--- config.mk ---
export PLATFORM = sky130hd
export DESIGN_NAME = rtc_bus_sequencer
export DESIGN_NICKNAME = d
export VERILOG_FILES = /design/src/rtl/rtc_pkg.sv /design/src/rtl/rtc_phase_timer.sv /design/src/rtl/rtc_bus_sequencer.sv
export SDC_FILE = /design/constraint.sdc
export NUM_CORES = 1
export LEC_CHECK = 0
export CORE_UTILIZATION = 48
export CTS_BUF_LIST = sky130_fd_sc_hd__clkbuf_4 sky130_fd_sc_hd__clkbuf_8
export DETAILED_ROUTE_END_ITERATION = 16
export GPL_TIMING_DRIVEN = 0
export HOLD_SLACK_MARGIN = 0.05
export PLACE_DENSITY = 0.89
export SYNTH_ARGS = -nofsm -noshare
export SYNTH_HDL_FRONTEND = slang
export SYNTH_SLANG_ARGS = --single-unit
--- constraint.sdc ---
create_clock -name clk -period 2.2 [get_ports clk]
set_clock_uncertainty 0.1 [all_clocks]
set_input_delay 0.22 -clock clk [delete_from_list [all_inputs] [get_ports clk]]
set_output_delay 0.22 -clock clk [all_outputs]
set_load 0.005 [all_outputs]
--- src/rtl/rtc_pkg.sv ---
// Shared types and constants for the RTC bus sequencer.
package rtc_pkg;

  localparam logic [3:0] SKIP_IDX = 4'd6;

  typedef enum logic [2:0] {
    ST_IDLE = 3'd0,
    ST_ADDR = 3'd1,
    ST_GAP1 = 3'd2,
    ST_DATA = 3'd3,
    ST_GAP2 = 3'd4,
    ST_FIN  = 3'd5
  } state_t;

  // RTC register address for each local index; index 6 (weekday) has no RTC address.
  function automatic logic [7:0] rtc_addr(input logic [3:0] idx);
    logic [7:0] a;
    case (idx)
      4'd0:    a = 8'h21;
      4'd1:    a = 8'h22;
      4'd2:    a = 8'h23;
      4'd3:    a = 8'h24;
      4'd4:    a = 8'h25;
      4'd5:    a = 8'h26;
      4'd7:    a = 8'h41;
      4'd8:    a = 8'h42;
      4'd9:    a = 8'h43;
      default: a = 8'h00;
    endcase
    return a;
  endfunction

  // Next local index, stepping over the unused weekday slot.
  function automatic logic [3:0] next_idx(input logic [3:0] idx);
    logic [3:0] n;
    n = idx + 4'd1;
    if (n == SKIP_IDX) n = idx + 4'd2;
    return n;
  endfunction

endpackage

--- src/rtl/rtc_phase_timer.sv ---
// Loadable 8-bit down-counter; tc is high while the count sits at zero.
module rtc_phase_timer (
  input  logic       clk,
  input  logic       reset,
  input  logic       load,
  input  logic [7:0] load_val,
  output logic       tc
);

  logic [7:0] count;

  // Reload on request, otherwise count down and hold at zero.
  always_ff @(posedge clk) begin
    if (reset)              count <= '0;
    else if (load)          count <= load_val;
    else if (count != '0)   count <= count - 8'd1;
  end

  assign tc = (count == '0);

endmodule

--- src/rtl/rtc_bus_sequencer.sv ---
// Sequences write/read bursts over the RTC multiplexed address/data bus.
module rtc_bus_sequencer
  import rtc_pkg::*;
#(
  parameter int unsigned T_PHASE = 4,
  parameter int unsigned N_REGS  = 10
) (
  input  logic       clk,
  input  logic       reset,
  input  logic       start,
  input  logic       rd_nwr,
  output logic       busy,
  output logic       done,
  output logic       reg_wr,
  output logic [3:0] addr_mem_local,
  input  logic [7:0] dato_para_rtc,
  output logic [7:0] rtc_ad_out,
  output logic       rtc_ad_oe,
  input  logic [7:0] rtc_ad_in,
  output logic       rtc_cs_n,
  output logic       rtc_rd_n,
  output logic       rtc_wr_n,
  output logic       rtc_a_d,
  output logic [7:0] rd_data,
  output logic [3:0] rd_addr,
  output logic       rd_valid
);

  localparam logic [7:0] PHASE_LOAD = 8'(T_PHASE - 1);
  localparam logic [3:0] LAST_IDX   = 4'(N_REGS - 1);

  state_t     state, state_d;
  logic       rd_mode, rd_mode_d;
  logic [7:0] data_latch, data_latch_d;
  logic       phase_tc;

  logic       busy_d, done_d, reg_wr_d, rd_valid_d;
  logic       cs_n_d, rd_n_d, wr_n_d, a_d_d, oe_d;
  logic [3:0] addr_d, rd_addr_d;
  logic [7:0] ad_out_d, rd_data_d;

  rtc_phase_timer u_timer (
    .clk      (clk),
    .reset    (reset),
    .load     (state_d != state),
    .load_val (PHASE_LOAD),
    .tc       (phase_tc)
  );

  // State register with burst mode and write-data latch.
  always_ff @(posedge clk) begin
    if (reset) begin
      state      <= ST_IDLE;
      rd_mode    <= 1'b0;
      data_latch <= '0;
    end else begin
      state      <= state_d;
      rd_mode    <= rd_mode_d;
      data_latch <= data_latch_d;
    end
  end

  // Next-state logic; FIN also accepts start so held-high start chains bursts.
  always_comb begin
    state_d      = state;
    rd_mode_d    = rd_mode;
    data_latch_d = data_latch;
    case (state)
      ST_IDLE: if (start) begin
        state_d   = ST_ADDR;
        rd_mode_d = rd_nwr;
      end
      ST_ADDR: if (phase_tc) state_d = ST_GAP1;
      ST_GAP1: begin
        state_d      = ST_DATA;
        data_latch_d = dato_para_rtc;
      end
      ST_DATA: if (phase_tc) state_d = ST_GAP2;
      ST_GAP2: state_d = (addr_mem_local == LAST_IDX) ? ST_FIN : ST_ADDR;
      ST_FIN: begin
        if (start) begin
          state_d   = ST_ADDR;
          rd_mode_d = rd_nwr;
        end else begin
          state_d = ST_IDLE;
        end
      end
      default: state_d = ST_IDLE;
    endcase
  end

  // Output logic: next register values derived from the state being entered,
  // so every output is registered yet aligned with its state.
  always_comb begin
    busy_d     = 1'b1;
    done_d     = 1'b0;
    rd_valid_d = 1'b0;
    reg_wr_d   = rd_mode_d;
    addr_d     = addr_mem_local;
    cs_n_d     = 1'b1;
    rd_n_d     = 1'b1;
    wr_n_d     = 1'b1;
    a_d_d      = 1'b1;
    oe_d       = 1'b0;
    ad_out_d   = rtc_ad_out;
    rd_data_d  = rd_data;
    rd_addr_d  = rd_addr;
    case (state_d)
      ST_IDLE: begin
        busy_d   = 1'b0;
        reg_wr_d = 1'b1;
        addr_d   = '0;
      end
      ST_ADDR: begin
        if (state == ST_GAP2)      addr_d = next_idx(addr_mem_local);
        else if (state != ST_ADDR) addr_d = '0;
        cs_n_d   = 1'b0;
        wr_n_d   = 1'b0;
        oe_d     = 1'b1;
        ad_out_d = rtc_addr(addr_d);
      end
      ST_DATA: begin
        cs_n_d = 1'b0;
        a_d_d  = 1'b0;
        if (rd_mode_d) begin
          rd_n_d = 1'b0;
        end else begin
          wr_n_d   = 1'b0;
          oe_d     = 1'b1;
          ad_out_d = data_latch_d;
        end
      end
      ST_GAP2: begin
        if (rd_mode_d && state == ST_DATA) begin
          rd_valid_d = 1'b1;
          rd_data_d  = rtc_ad_in;
          rd_addr_d  = addr_mem_local;
        end
      end
      ST_FIN: begin
        done_d   = 1'b1;
        busy_d   = 1'b0;
        reg_wr_d = 1'b1;
        addr_d   = '0;
      end
      default: ;
    endcase
  end

  // Output registers.
  always_ff @(posedge clk) begin
    if (reset) begin
      busy           <= 1'b0;
      done           <= 1'b0;
      rd_valid       <= 1'b0;
      reg_wr         <= 1'b1;
      addr_mem_local <= '0;
      rtc_cs_n       <= 1'b1;
      rtc_rd_n       <= 1'b1;
      rtc_wr_n       <= 1'b1;
      rtc_a_d        <= 1'b1;
      rtc_ad_oe      <= 1'b0;
      rtc_ad_out     <= '0;
      rd_data        <= '0;
      rd_addr        <= '0;
    end else begin
      busy           <= busy_d;
      done           <= done_d;
      rd_valid       <= rd_valid_d;
      reg_wr         <= reg_wr_d;
      addr_mem_local <= addr_d;
      rtc_cs_n       <= cs_n_d;
      rtc_rd_n       <= rd_n_d;
      rtc_wr_n       <= wr_n_d;
      rtc_a_d        <= a_d_d;
      rtc_ad_oe      <= oe_d;
      rtc_ad_out     <= ad_out_d;
      rd_data        <= rd_data_d;
      rd_addr        <= rd_addr_d;
    end
  end

endmodule
==> impl_metrics.env, run 1 <==
export IMPL_grt_max_degree=17
export IMPL_grt_setup_unrepaired="true"
export IMPL_wl_mm=6.76
export IMPL_htreeDepth=2
export IMPL_tritoncts="done"
export IMPL_drt_iter0_drc=249
export IMPL_cts_buffers=5
export IMPL_die_area_um2=5730
export IMPL_grt_first_pass_wirelength_mm=10.5
export IMPL_finalPower_mw=3.60
export IMPL_antenna_found_initial=0
export IMPL_hold_viol_final=0
export IMPL_cts_root_buf="clkbuf_8"
export IMPL_finalInstanceArea_um2=3570
export IMPL_ys_async_sr_fraction=0
export IMPL_grt_pass1_vias=2384
export IMPL_dp_hpwl_mm=4.33
export IMPL_slew_violations=0
export IMPL_start_kind="register"
export IMPL_placed_cells=417
export IMPL_die_w_um=75.7
export IMPL_drive_above_1_share=0.221
export IMPL_synth_edf_count=0
export IMPL_start_util=0.504
export IMPL_avgSynthCellArea_um2=8.81
export IMPL_grt_overflow=0
export IMPL_multiInputGateArea_um2=1550
export IMPL_drtPass1Iterations=4
export IMPL_grtUsageTotal=0.244
export IMPL_min_path_type="in2reg"
export IMPL_place_ws_ps=-428
export IMPL_cp_end_kind="register"
export IMPL_coreArea_um2=5170
export IMPL_areaGrowthSynthToFinish_pct=37.0
export IMPL_status="finished, violations left"
export IMPL_yosysSeqAreaShare=0.407
export IMPL_placed_area_um2=3220
export IMPL_worst_pin_slew_ps=594
export IMPL_setup_viol=2
export IMPL_clk_pin_slew_ps=90
export IMPL_fin_setup_tns_ps=-352
export IMPL_synth_cell_area_um2=2610
export IMPL_wl_per_cell_um=15.3
export IMPL_yosys_register_bits=53
export IMPL_slew_headroom=0.604
export IMPL_syn_num_nets=323
export IMPL_synth_flop_cell="dfxtp_1"
export IMPL_maxCapViolCount=0
export IMPL_diodes=0
export IMPL_ff_latch_area_um2=1080
export IMPL_drc=0
export IMPL_fill_cells=383
export IMPL_die_h_um=75.7
export IMPL_violations="negative setup slack"
export IMPL_rows=26
export IMPL_stdcell_count=441
export IMPL_period_needed_ps=2410
export IMPL_min_period_over_period=1.09
export IMPL_hold_ws_ps=245
export IMPL_cts_buffer_depth=2
export IMPL_ios=53
export IMPL_io_buffers=51
export IMPL_fmax_mhz=416
export IMPL_clk_latency_ps=320
export IMPL_p_leak_nw=1.27
export IMPL_vias=2443
export IMPL_cp_max_fo=7
export IMPL_power_density_nw_per_um2=1010
export IMPL_worst_slack_ps=-205
export IMPL_yosysWarnings=0
export IMPL_worstSetupPathType="reg2reg"
export IMPL_cp_required_ps=2280
export IMPL_fin_nets=397
export IMPL_ant_nets=0
export IMPL_synth_distinct_cells=58
export IMPL_cts_sinks=53
export IMPL_worst_ep_arrival_time_ps=2490
export IMPL_final_core_util=0.691
export IMPL_vias_per_cell=5.54
export IMPL_gp_congestion=0.856
export IMPL_syn_inst=296
export IMPL_ir_drop_mv=0.523
-- timing repair --
action	in CTS	in global routing
setup buffers	10	7
gates resized for setup	21	22
pin swaps	13	13
gates cloned	1	0
hold buffers	0	0
setup endpoints to repair	25	21
-- flip-flops by register name, summed over array words and instances (netlist names), 3 cells and up --
signal	cells
u_timer.count	8
state	3
rtc_ad_out	8
addr_mem_local	4
rd_addr	4
data_latch	8
rd_data	8
-- power breakdown --
| group | internal [mW] | switching [mW] | leakage (nW) | total [mW] |
|---|---|---|---|---|
| logic | 0.823 | 0.943 | 0.795 | 1.77 |
| registers | 1.14 | 0.151 | 0.436 | 1.29 |
| clock network | 0.220 | 0.330 | 0.0439 | 0.550 |
| total | 2.18 | 1.42 | 1.27 | 3.60 |
-- critical path, cell delays in order, from the launching register on --
cell and delay (ps):
dfxtp_4 380, or4b_1 530, a41o_2 240, o211ai_1 190, ha_1 320, mux2_4 280, a21oi_2 160, nor4_2 60
-- cell usage in the layout, fill, tap and decap left out, types with 3 or more instances in the layout --
cell,synthesis,routed
nor2b_1,3,3
dfxtp_2,0,5
nand2b_1,10,10
clkbuf_8,0,5
a21oi_2,2,4
a21oi_1,27,24
mux2i_1,14,13
ha_1,7,4
dfxtp_4,0,3
nor2_1,49,48
nor3_1,12,12
buf_6,2,4
buf_4,2,19
nand3_1,4,4
nand2_1,19,19
o21ai_0,13,13
a22oi_1,4,4
clkbuf_1,10,7
dfxtp_1,53,45
inv_1,8,6
clkdlybuf4s50_1,0,51
nor4_2,2,3
xnor2_1,5,5
-- synth_stat cells (2+ instances only) --
master / n / area [um^2]
a31oi_1: 2 / 12.5
nand3_1: 4 / 20.0
inv_1: 8 / 30.0
buf_4: 2 / 15.0
nor4_1: 4 / 25.0
nor2_1: 49 / 184
buf_6: 2 / 22.5
nor3_1: 12 / 60.1
a211oi_1: 2 / 15.0
nor2b_1: 3 / 18.8
nand2b_1: 10 / 62.6
xnor2_1: 5 / 43.8
a21oi_2: 2 / 17.5
ha_1: 7 / 87.6
o21ai_0: 13 / 65.1
mux2i_1: 14 / 140
dfxtp_1: 53 / 1060
buf_2: 3 / 15.0
nor4_2: 2 / 25.0
clkbuf_1: 10 / 37.5
nand2_1: 19 / 71.3
o211ai_1: 2 / 15.0
and4bb_2: 2 / 25.0
or2_2: 2 / 12.5
o31ai_1: 2 / 15.0
a21oi_1: 27 / 135
a22oi_1: 4 / 30.0
-- kinds of logic after synthesis --
family	after synthesis	share of synthesized area
simple gates	122	0.249
compound gates	66	0.172
flops	53	0.407
buf+inv	25	0.0461
mux	17	0.0691
fa+ha+maj	7	0.0336
xor+xnor	6	0.0230
-- path summary, 6_finish.rpt --
path | start | to | slack, ps | cells after the start
worst max-delay path | state[0] | rtc_ad_out[1] | -210 | 7
worst min-delay path | reset | rtc_a_d | 240 | 2
worst max register to register | state[0] | rtc_ad_out[1] | -210 | 7
worst min register to register | rtc_ad_out[7] | rtc_ad_out[7] | 380 | 2
-- area by class of cell --
type / count / area share
well taps: 70 / 0.0245
clock buffers: 5 / 0.0193
flip-flops and latches: 53 / 0.302
repair buffers: 69 / 0.182
inverters: 8 / 0.00841
plain buffers: 15 / 0.0252
clock inverters: 3 / 0.00490
multi-input cells: 218 / 0.434
-- routing by layer --
layer	track usage	share of wire
met5	0	0
met4	0.119	0.025
met3	0.0833	0.070
met2	0.419	0.49
met1	0.271	0.41
(Power assumes the default switching activity.)
==> inputs of run 2 (changes only) <==
--- a/config.mk
+++ b/config.mk
@@ -5,6 +5,7 @@
 export SDC_FILE = /design/constraint.sdc
 export NUM_CORES = 1
 export LEC_CHECK = 0
+export ABC_CLOCK_PERIOD_IN_PS = 2200
 export CORE_UTILIZATION = 48
 export CTS_BUF_LIST = sky130_fd_sc_hd__clkbuf_4 sky130_fd_sc_hd__clkbuf_8
 export DETAILED_ROUTE_END_ITERATION = 16
==> results of run 2 <==
Final layout, timing and power as in run 1 (identical DEF).
